--- src/rtl/dma_mem_arb.sv ---
// rtl/dma_mem_arb.sv - CPU/DMA two-port memory arbiter with starvation guard and transaction lock
module dma_mem_arb #(
    parameter int STARVE_LIMIT = 4,
    parameter int ADDR_W       = 32,
    parameter int XLEN         = 32
) (
    input  logic              clk,
    input  logic              rst_n,
    input  logic              cpu_mem_req,
    input  logic              cpu_mem_we,
    input  logic [ADDR_W-1:0] cpu_mem_addr,
    input  logic [XLEN-1:0]   cpu_mem_wdata,
    output logic [XLEN-1:0]   cpu_mem_rdata,
    output logic              cpu_mem_ready,
    input  logic              dma_mem_req,
    input  logic              dma_mem_we,
    input  logic [ADDR_W-1:0] dma_mem_addr,
    input  logic [XLEN-1:0]   dma_mem_wdata,
    output logic [XLEN-1:0]   dma_mem_rdata,
    output logic              dma_mem_ready,
    output logic              mem_req,
    output logic              mem_we,
    output logic [ADDR_W-1:0] mem_addr,
    output logic [XLEN-1:0]   mem_wdata,
    input  logic [XLEN-1:0]   mem_rdata,
    input  logic              mem_ready,
    output logic              arb_dma_sel
);

    localparam logic [7:0] LP_LIMIT = 8'(STARVE_LIMIT);

    typedef enum logic [1:0] {
        S_UNLOCKED   = 2'd0,
        S_LOCKED_CPU = 2'd1,
        S_LOCKED_DMA = 2'd2
    } lock_state_t;

    lock_state_t r_state;
    lock_state_t w_state_nxt;
    logic        r_active;
    logic [7:0]  r_starve_cnt;

    logic        w_lock;
    logic        w_lock_dma;
    logic        w_sel_valid;
    logic        w_sel_dma;
    logic        w_mem_req;
    logic        w_cpu_hs;
    logic        w_dma_hs;

    assign w_lock     = (r_state != S_UNLOCKED);
    assign w_lock_dma = (r_state == S_LOCKED_DMA);

    // Nothing is selected until the first clock after reset, so a request
    // pending across reset is never forwarded in the reset-release cycle.
    always_comb begin
        w_sel_valid = 1'b0;
        w_sel_dma   = 1'b0;
        if (r_active) begin
            if (w_lock) begin
                w_sel_valid = 1'b1;
                w_sel_dma   = w_lock_dma;
            end else if (dma_mem_req && (!cpu_mem_req || (r_starve_cnt >= LP_LIMIT))) begin
                w_sel_valid = 1'b1;
                w_sel_dma   = 1'b1;
            end else if (cpu_mem_req) begin
                w_sel_valid = 1'b1;
                w_sel_dma   = 1'b0;
            end
        end
    end

    assign w_mem_req = w_sel_valid && (w_sel_dma ? dma_mem_req : cpu_mem_req);
    assign w_cpu_hs  = mem_ready && w_mem_req && !w_sel_dma;
    assign w_dma_hs  = mem_ready && w_mem_req && w_sel_dma;

    assign mem_req       = w_mem_req;
    assign mem_we        = w_sel_valid ? (w_sel_dma ? dma_mem_we    : cpu_mem_we)    : 1'b0;
    assign mem_addr      = w_sel_valid ? (w_sel_dma ? dma_mem_addr  : cpu_mem_addr)  : '0;
    assign mem_wdata     = w_sel_valid ? (w_sel_dma ? dma_mem_wdata : cpu_mem_wdata) : '0;
    assign cpu_mem_ready = w_cpu_hs;
    assign dma_mem_ready = w_dma_hs;
    assign cpu_mem_rdata = mem_rdata;
    assign dma_mem_rdata = mem_rdata;
    assign arb_dma_sel   = w_sel_valid && w_sel_dma;

    always_comb begin
        w_state_nxt = r_state;
        case (r_state)
            S_UNLOCKED: begin
                if (w_mem_req && !mem_ready) begin
                    w_state_nxt = w_sel_dma ? S_LOCKED_DMA : S_LOCKED_CPU;
                end
            end
            S_LOCKED_CPU: begin
                if (w_cpu_hs) begin
                    w_state_nxt = S_UNLOCKED;
                end
            end
            S_LOCKED_DMA: begin
                if (w_dma_hs) begin
                    w_state_nxt = S_UNLOCKED;
                end
            end
            default: w_state_nxt = S_UNLOCKED;
        endcase
    end

    always_ff @(posedge clk or negedge rst_n) begin
        if (!rst_n) begin
            r_state <= S_UNLOCKED;
            r_active <= 1'b0;
        end else begin
            r_state <= w_state_nxt;
            r_active <= 1'b1;
        end
    end

    // A stalled DMA transfer that is already selected does not count as starved.
    always_ff @(posedge clk or negedge rst_n) begin
        if (!rst_n) begin
            r_starve_cnt <= 8'd0;
        end else if (w_dma_hs) begin
            r_starve_cnt <= 8'd0;
        end else if (dma_mem_req && !(w_mem_req && w_sel_dma) && (r_starve_cnt != 8'hFF)) begin
            r_starve_cnt <= r_starve_cnt + 8'd1;
        end
    end

endmodule
--- config.mk ---
export PLATFORM = sky130hd
export DESIGN_NAME = dma_mem_arb
export DESIGN_NICKNAME = d
export VERILOG_FILES = /design/src/rtl/dma_mem_arb.sv
export SDC_FILE = /design/constraint.sdc
export NUM_CORES = 1
export LEC_CHECK = 0
export CAP_MARGIN = 20
export CORE_AREA = 2 2 116 118
export DETAILED_ROUTE_END_ITERATION = 12
export DIE_AREA = 0 0 118 120
export GPL_TIMING_DRIVEN = 0
export SYNTH_ARGS = -nofsm -noshare
export SYNTH_HDL_FRONTEND = slang
export SYNTH_SLANG_ARGS = --single-unit
--- constraint.sdc ---
create_clock -name clk -period 2 [get_ports clk]
set_input_delay 0.3 -clock clk [delete_from_list [all_inputs] [get_ports clk]]
set_output_delay 0.3 -clock clk [all_outputs]
set_load 0.005 [all_outputs]
Word-level counts from Yosys, hierarchy flattened
Index checks and enable logic that the tools add are counted.
{ "op_classes": {"n_addsub": 1, "n_lt_le_gt_ge": 1, "eq_ne": 6, "n_mux": 21, "reduce_logical": 19} }
{ "op_table": {"columns": ["op", "count"], "rows": [
  ["$mux W32", 4],
  ["$mux W8", 2],
  ["$logic_and A1 B1 Y1", 10],
  ["$mux W1", 10],
  ["$add A8 B1 Y8 const B", 1],
  ["$ge A8 B3 Y1 const B", 1],
  ["$mux W2", 4],
  ["$ne A8 B8 Y1 const B", 1],
  ["$ne A2 B2 Y1 const B", 3],
  ["$pmux W2 S3", 1],
  ["$logic_not A1 Y1", 4],
  ["$reduce_bool A2 Y1", 2],
  ["$reduce_and A3 Y1", 1],
  ["$eq A2 B1 Y1 const B", 1],
  ["$eq A2 B2 Y1 const B", 1],
  ["$logic_not A2 Y1", 1],
  ["$logic_or A1 B1 Y1", 1]
]} }
{ "totals": {"reg_bits": 11, "input_bits": 167, "out_inout_bits": 133, "elab_cells": 51} }

Depth between registers and ports, before layout
Gate-level depths: netlist of the first run.
{ "depth": {"ltp_word": 14, "ltp_mapped": 8, "mapped_depth_nobuf": 5} }

Least setup slack after synthesis of the first run
OpenSTA, ideal clock, no wires.
{ "synth_path": {"path_type": "reg2out", "startpoint": "register r_starve_cnt[5]", "endpoint": "output mem_wdata[15]", "t_arrival_ps": 1807, "t_required_ps": 1700, "slack_ps": -107, "stages_incl_launch_ff": 8, "path_buffers": 2, "cell_sequence": "dfrtp_1 > or4b_4 > o221ai_2 > inv_2 > clkbuf_1 > clkbuf_1 > nand2_1 > a21oi_1"} }
{ "synth_via": {"elab_chain_cells": 8, "word_cells_on_any_way": 11, "cone_classes": "order compare: 1; mux: 8; reduce/logical: 2"} }
{ "synth_rtl": {"columns": ["element", "line_no", "text"], "rows": [
  ["start: declaration", "41", "logic [7:0] r_starve_cnt;"],
  ["start signal: assignment", "126", "r_starve_cnt <= r_starve_cnt + 8'd1;"],
  ["$ge A8 B3 Y1 *", "63", "end else if (dma_mem_req && (!cpu_mem_req || (r_starve_cnt >= LP_LIMIT))) begin"],
  ["$logic_or A1 B1 Y1 *", "63", null],
  ["$logic_and A1 B1 Y1 *", "63", null],
  ["$mux W1", "63", null],
  ["$mux W1", "60", "if (w_lock) begin"],
  ["$mux W1", "59", "if (r_active) begin"],
  ["$mux W32", "80", "assign mem_wdata = w_sel_valid ? (w_sel_dma ? dma_mem_wdata : cpu_mem_wdata) : '0;"],
  ["$mux W32 *", "80", null],
  ["end: declaration", "24", "output logic [XLEN-1:0] mem_wdata,"]
]} }
Every way passes the cells marked *; elsewhere a longest branch is shown, timed or not.

Final worst setup path of the first run
{ "layout_path": {"startpoint": "register r_starve_cnt[3]", "endpoint": "output mem_wdata[4]"} }
The elaborated chain is that of the path after synthesis.

==> flow_metrics.py, run 1 <==
metrics = {
    "finish": {
        "multi_input_comb_area_sq_um": 1660,
        "antenna_cells_inserted": 0,
        "layout.filler_cells": 1290,
        "final_net_count": 841,
        "ff_latch_area_sq_um": 280,
        "area.growth.synth_to_final_pct": 184,
        "final_layout_size_suffix_gt1_share_pct": 47.2,
        "final_util_pct": 45.7,
        "instances_no_fill": 847,
    },
    "sta": {
        "period_minus_slack_ns": 2.56,
        "tightest_slew_ns": 0.897,
        "unrepaired_setup_endpoints_after_global_routing": "true",
        "max_slew_margin_pct": 39.6,
        "setup_violations": 74,
        "clock.fmax_mhz": 390,
        "timing.final.max_slew_violations": 0,
        "post_layout_worst_setup_margin_ns": -0.562,
        "post_route_clock_skew_ns": 0.00278,
        "period_share_pct": 128,
        "hold_viol": 0,
    },
    "clock_tree": {
        "clock_sink_count": 11,
        "number_of_buffers_created_by_cts": 3,
        "clkSlewWorstSetupHoldPaths_ns": 0.04,
        "cts.root.buffer_cell": "clkbuf_16",
        "buffer_levels_on_the_longest_clock_path": 2,
        "clock_tree_from_tritoncts": "built",
        "clock_insertion_delay_worst_skew_ns": 0.24,
        "cts_htree_levels": 1,
    },
    "power_and_ir_drop": {
        "power.static_leakage_nw": 2.74,
        "worst_ir_drop_vdd_mv": 0.251,
        "power-per-cell-area_nw_per_um2": 678,
    },
    "synth": {
        "share_of_synthesized_registers_carrying_an_async_set_or_reset_pct": 100,
        "synth.most_common_cell": "nand2_1",
        "synthesis.yosys.warnings": 0,
        "post_synth_num_cell_types": 37,
        "synth_top_area_share_pct": 25.0,
        "post_synth.cell_area_avg_sq_um": 5.93,
        "netlist_instances": 352,
        "synth_nets": 521,
        "synth_top_cells_by_count": "nand2_1, a21oi_1, buf_4",
        "synth.ff_latch_count": 11,
        "synth_ff_type": "dfrtp_1",
        "synth_edf_count": 0,
        "netlist_top_cells_area": "nand2_1, buf_4, a21oi_1",
        "synth.largest_area_cell": "nand2_1",
        "share_of_the_yosys_chip_area_belonging_to_registers_pct": 13.2,
        "synth_area_sq_um": 2090,
    },
    "min_path": {
        "hold_path_class": "in2async",
    },
    "grt": {
        "gr-total-overflow": 0,
        "grt_pass1_wl_microns": 18400,
        "globalRouteTotalUtil_pct": 16.1,
        "maximum_number_of_pins_on_one_net_before_global_route_repair": 12,
        "vias_in_the_first_global_route": 3528,
        "grt_antenna_before_repair": 0,
    },
    "drt": {
        "routed_wl_microns": 13000,
        "route.antenna.remaining_nets": 0,
        "route.detailed.drc": 0,
        "routed-via-count": 3558,
        "via_per_inst": 4.20,
        "dr.first_iter.drc_count": 94,
        "average_detailed_routed_wire_length_per_instance_microns": 15.4,
        "detailedRoute.firstPassIterationCount": 4,
    },
    "critical_path": {
        "critical_path.reg2reg.startpoint": "r_starve_cnt[3]$_DFFE_PN0P_",
        "cp_slowest_stage_delay_ns": 0.56,
        "worstPathCellList": "or4b_4 -> o221ai_4 -> buf_8 -> buf_6 -> buf_8 -> nand2_1 -> a21oi_1 -> buf_2",
        "worst_ep_required_ns": 1.70,
        "setup.worst_path.end_class": "output port",
        "crit_path_max_fanout": 6,
        "reg2reg_setup_slack_ns": -0.18,
        "critical_path_arrival_ns": 2.26,
        "startpoint_type": "flip-flop",
        "critical_path.reg2reg.endpoint": "r_starve_cnt[6]$_DFFE_PN0P_",
        "worst_r2r_path_cells": 7,
        "path_common_cell": "buf_8",
        "timing.setup.critical_path_class": "reg2out",
        "critical_path_cell_with_the_highest_stage_delay": "or4b_4",
    },
    "place": {
        "gp_congestion": 0.798,
        "post-dp-hpwl_microns": 9620,
        "placement.io_buffers": 266,
        "placed_cells_incl_taps": 794,
    },
    "floorplan": {
        "dieHeight_microns": 120,
        "dieArea_sq_um": 14200,
        "chipWidth_microns": 118,
        "design.portCount": 300,
        "num_rows": 42,
        "start_util_pct": 16.1,
        "core_region_area_sq_um": 13000,
    },
    "run": {
        "maxCapViolations": 0,
    },
    "outcome": {
        "failed_checks": "negative setup slack",
        "status": "finished, violations left",
    },
}
[worst max-delay path, delay by kind of cell (launching register included)]
family / cells / cell delay, ns
AO/OA/AOI/OAI: 2 / 0.42
AND/OR/NAND/NOR: 2 / 0.63
buffers and inverters: 4 / 0.57
flip-flops: 1 / 0.40
[final cells by class]
type                    count  area share (%)
multi-input cells         248            28.0
well taps                 176            3.71
repair buffers            318            48.9
plain buffers              84            12.9
clock buffers               4            1.33
flip-flops and latches     11            4.73
inverters                   6           0.506
[how the worst max path moves through the flow]
stage,slack [ns],startpoint,endpoint
after floorplan,-0.02,r_starve_cnt[2]$_DFFE_PN0P_,mem_addr[12]
after global placement,-1.30,cpu_mem_req,mem_addr[13]
after detailed placement,-1.29,cpu_mem_req,mem_addr[13]
after CTS,-0.54,r_starve_cnt[4]$_DFFE_PN0P_,mem_wdata[24]
after global routing,-0.64,r_starve_cnt[5]$_DFFE_PN0P_,mem_addr[4]
final,-0.56,r_starve_cnt[3]$_DFFE_PN0P_,mem_wdata[4]
[layer usage]
| metal | part of all wire (%) | track usage, % |
|---|---|---|
| met2 | 53 | 31.1 |
| met5 | 0 | 0 |
| met1 | 38 | 18.2 |
| met3 | 7.7 | 3.66 |
| met4 | 1.4 | 2.48 |
[cell families after synthesis]
kind of cell / after synthesis / synth area share, %
fa+ha+maj: 2 / 1.20
flops: 11 / 13.2
compound gates: 82 / 22.4
other cells: 1 / 0.180
simple gates: 158 / 31.5
mux: 5 / 2.40
buf+inv: 93 / 29.1
[flip-flops by register name, summed over array words and instances, names as in the netlist]
register,cells
r_active,1
r_starve_cnt,8
r_state,2
[report_power, final]
part           switching (mW)  internal [mW]
Combinational            1.44           1.85
Clock                   0.106          0.268
Sequential             0.0681          0.290
Total                    1.61           2.41
[cells in the final DEF, fill, tap and decap left out, types with 3 or more instances in the layout]
cell type,netlist,final
nand2_1,139,90
inv_1,5,5
buf_12,0,3
a21oi_2,0,37
clkbuf_2,1,7
mux2i_1,5,5
clkbuf_16,0,10
buf_8,0,6
or4_4,1,3
nand2_4,0,20
nand4_1,3,3
buf_2,6,67
nand2_2,0,29
clkdlybuf4s50_1,0,196
a21oi_1,67,29
buf_4,64,88
dfrtp_1,11,7
buf_6,0,23
dfrtp_2,0,4
[per-stage QoR]
stage,instance area (sq um),setup TNS [ns],setup slack (ns),hold WS (ns),total power [mW]
global route,5930,-38.30,-0.639,0.469,4.29
finish,5930,-33.64,-0.562,0.416,4.02
global placement,5010,-83.18,-1.30,0.459,2.60
floorplan,2130,-1.01,-0.0183,0.00441,1.40
detailed placement,5010,-83.66,-1.29,0.484,2.63
CTS,5510,-34.96,-0.545,0.429,3.65
[timing repair]
action / 4_1_cts / 5_1_grt
hold endpoints to repair: 0 / 0
gates resized for setup: 382 / 89
buffers inserted: 36 / 10
hold buffers: 0 / 0
gates cloned: 5 / 4
pin swaps: 41 / 48
setup endpoints to repair: 78 / 78
Note: power is estimated with default switching activity, not from simulation.
==> inputs of run 2 (changes only) <==
Settings changed: REMOVE_ABC_BUFFERS set to 1.
==> flow_metrics.py, run 2 (same netlist as run 1, synthesis figures left out) <==
metrics = {
    "clock_tree": {
        "buffer_levels_on_the_longest_clock_path": 2,
        "clock_sink_count": 11,
        "clock_insertion_delay_worst_skew_ns": 0.24,
        "clkSlewWorstSetupHoldPaths_ns": 0.04,
        "cts-hold-fix-buffers": 0,
        "number_of_buffers_created_by_cts": 3,
        "cts.root.buffer_cell": "clkbuf_16",
        "clock_tree_from_tritoncts": "built",
        "cts_htree_levels": 1,
    },
    "grt": {
        "gr-total-overflow": 0,
        "vias_in_the_first_global_route": 3282,
        "grt_pass1_wl_microns": 19300,
        "globalRouteTotalUtil_pct": 17.6,
        "maximum_number_of_pins_on_one_net_before_global_route_repair": 15,
        "grt_antenna_before_repair": 0,
    },
    "critical_path": {
        "critical_path.reg2reg.endpoint": "r_starve_cnt[7]$_DFFE_PN0P_",
        "critical_path.reg2reg.startpoint": "r_starve_cnt[3]$_DFFE_PN0P_",
        "reg2reg_setup_slack_ns": -0.43,
        "timing.setup.critical_path_class": "reg2out",
        "worst_r2r_path_cells": 11,
        "critical_path_arrival_ns": 2.27,
        "crit_path_max_fanout": 6,
        "startpoint_type": "flip-flop",
        "setup.worst_path.end_class": "output port",
        "worst_ep_required_ns": 1.70,
    },
    "floorplan": {
        "dieArea_sq_um": 14200,
        "chipWidth_microns": 118,
        "design.portCount": 300,
        "num_rows": 42,
        "core_region_area_sq_um": 13000,
        "start_util_pct": 16.1,
        "dieHeight_microns": 120,
    },
    "sta": {
        "setup_violations": 74,
        "post_layout_worst_setup_margin_ns": -0.567,
        "unrepaired_setup_endpoints_after_global_routing": "true",
        "period_minus_slack_ns": 2.57,
        "max_slew_margin_pct": 64.6,
        "hold_viol": 0,
        "timing.final.max_slew_violations": 0,
        "period_share_pct": 128,
        "clock.fmax_mhz": 390,
        "tightest_slew_ns": 0.530,
        "post_route_clock_skew_ns": 0.000531,
    },
    "place": {
        "placement.io_buffers": 203,
        "post-dp-hpwl_microns": 8580,
        "area_after_dpl_sq_um": 3860,
        "gp_congestion": 0.799,
    },
    "finish": {
        "layout.filler_cells": 1332,
        "fin_area_sq_um": 4810,
        "final_layout_size_suffix_gt1_share_pct": 49.6,
        "number_of_flip_flops_in_the_largest_register": 8,
        "final_net_count": 698,
        "area.growth.synth_to_final_pct": 131,
        "final_cell_mix": "clkdlybuf4s50_1, buf_2, nand2_1, a21oi_2, nand2_2",
        "registers.top_by_ff_count": "r_starve_cnt",
        "largestRegisters": "r_starve_cnt (8), r_state (2), r_active (1)",
        "antenna_cells_inserted": 0,
        "leading_cell_type_in_the_layout_fill_and_taps_excluded": "clkdlybuf4s50_1",
    },
    "power_and_ir_drop": {
        "worst_ir_drop_vdd_mv": 0.441,
        "p_total_mw": 3.86,
        "power.internal_mw": 2.21,
        "power-per-cell-area_nw_per_um2": 803,
        "power.static_leakage_nw": 2.19,
        "clock_power_share_pct": 9.6,
        "comb_power_share_pct": 81.0,
        "power_switching_share_pct": 42.9,
        "sequentialPowerShare_pct": 9.5,
        "p_sw_mw": 1.66,
    },
    "drt": {
        "routed_wl_microns": 13600,
        "routed-via-count": 3250,
        "detailedRoute.firstPassIterationCount": 5,
        "route.antenna.remaining_nets": 0,
        "average_detailed_routed_wire_length_per_instance_microns": 19.2,
        "route.detailed.drc": 0,
        "dr.first_iter.drc_count": 114,
        "via_per_inst": 4.62,
    },
    "run": {
        "maxCapViolations": 0,
    },
    "min_path": {
        "hold_path_class": "in2async",
    },
    "outcome": {
        "failed_checks": "negative setup slack",
        "status": "finished, violations left",
    },
}
run 2: how the worst max path moves through the flow:
stage                                startpoint            end  slack (ns)  depth (start not counted)
floorplan                r_state[1]$_DFFE_PN0P_    mem_addr[0]       -3.77                          2
global placement                    dma_mem_req  mem_wdata[26]       -8.43                          4
detailed placement                  cpu_mem_req  cpu_mem_ready       -1.92                          7
CTS                 r_starve_cnt[3]$_DFFE_PN0P_  mem_wdata[23]       -0.56                         10
global route        r_starve_cnt[3]$_DFFE_PN0P_  mem_wdata[23]       -0.64                         10
finish              r_starve_cnt[3]$_DFFE_PN0P_  mem_wdata[23]       -0.57                         10
run 2: power groups by stage:
stage	logic, mW	clock network (mW)	registers [mW]
6_report	3.13	0.370	0.366
5_1_grt	3.36	0.385	0.377
4_1_cts	2.89	0.373	0.362
3_5_place_dp	1.92	0	0.382
3_3_place_gp	1.88	0	0.368
2_1_floorplan	0.850	0	0.351
run 2: stage by stage:
step           setup TNS, ns  cells  setup slack [ns]  hold WS [ns]  util, %
2_1_floorplan        -250.60    265             -3.77       0.00441        -
6_report              -33.75    704            -0.567         0.412     37.1
3_3_place_gp         -525.72    644             -8.43         0.447     28.9
4_1_cts               -32.86    704            -0.561         0.425     34.6
3_5_place_dp         -122.58    652             -1.92         0.490     29.7
5_1_grt               -38.50    704            -0.643         0.452     37.1
run 2: worst max-delay path, cell delays in order, from the launching register on:
cell	delay [ns]
dfrtp_2	0.41
or4b_4	0.56
o221ai_4	0.21
buf_6	0.15
inv_8	0.03
buf_12	0.13
buf_12	0.14
buf_8	0.13
nand2_2	0.06
a21oi_1	0.05
buf_2	0.13
run 2: metal layers:
layer  part of all wire, %  global-route usage [%]  up-vias
met5                  0.63                    8.09        -
met4                   1.6                    3.31        4
met3                    14                    9.89       18
met2                    45                    27.8      236
met1                    39                    20.5     1537
li1                      -                       -     1455
run 2: timing repair:
action | 4_1_cts | 5_1_grt
endpoints found under the setup margin | 75 | 75
cloned | 8 | 0
buffers inserted | 41 | 3
pin swaps | 42 | 42
gates resized for setup | 376 | 103
run 2: layout make-up:
class / count / area [sq um] / share of cell area (%)
inverters: 6 / 30.0 / 0.624
flip-flops and latches: 11 / 279 / 5.80
well taps: 176 / 220 / 4.57
clock buffers: 4 / 78.8 / 1.64
multi-input cells: 249 / 1790 / 37.2
repair buffers: 258 / 2420 / 50.2
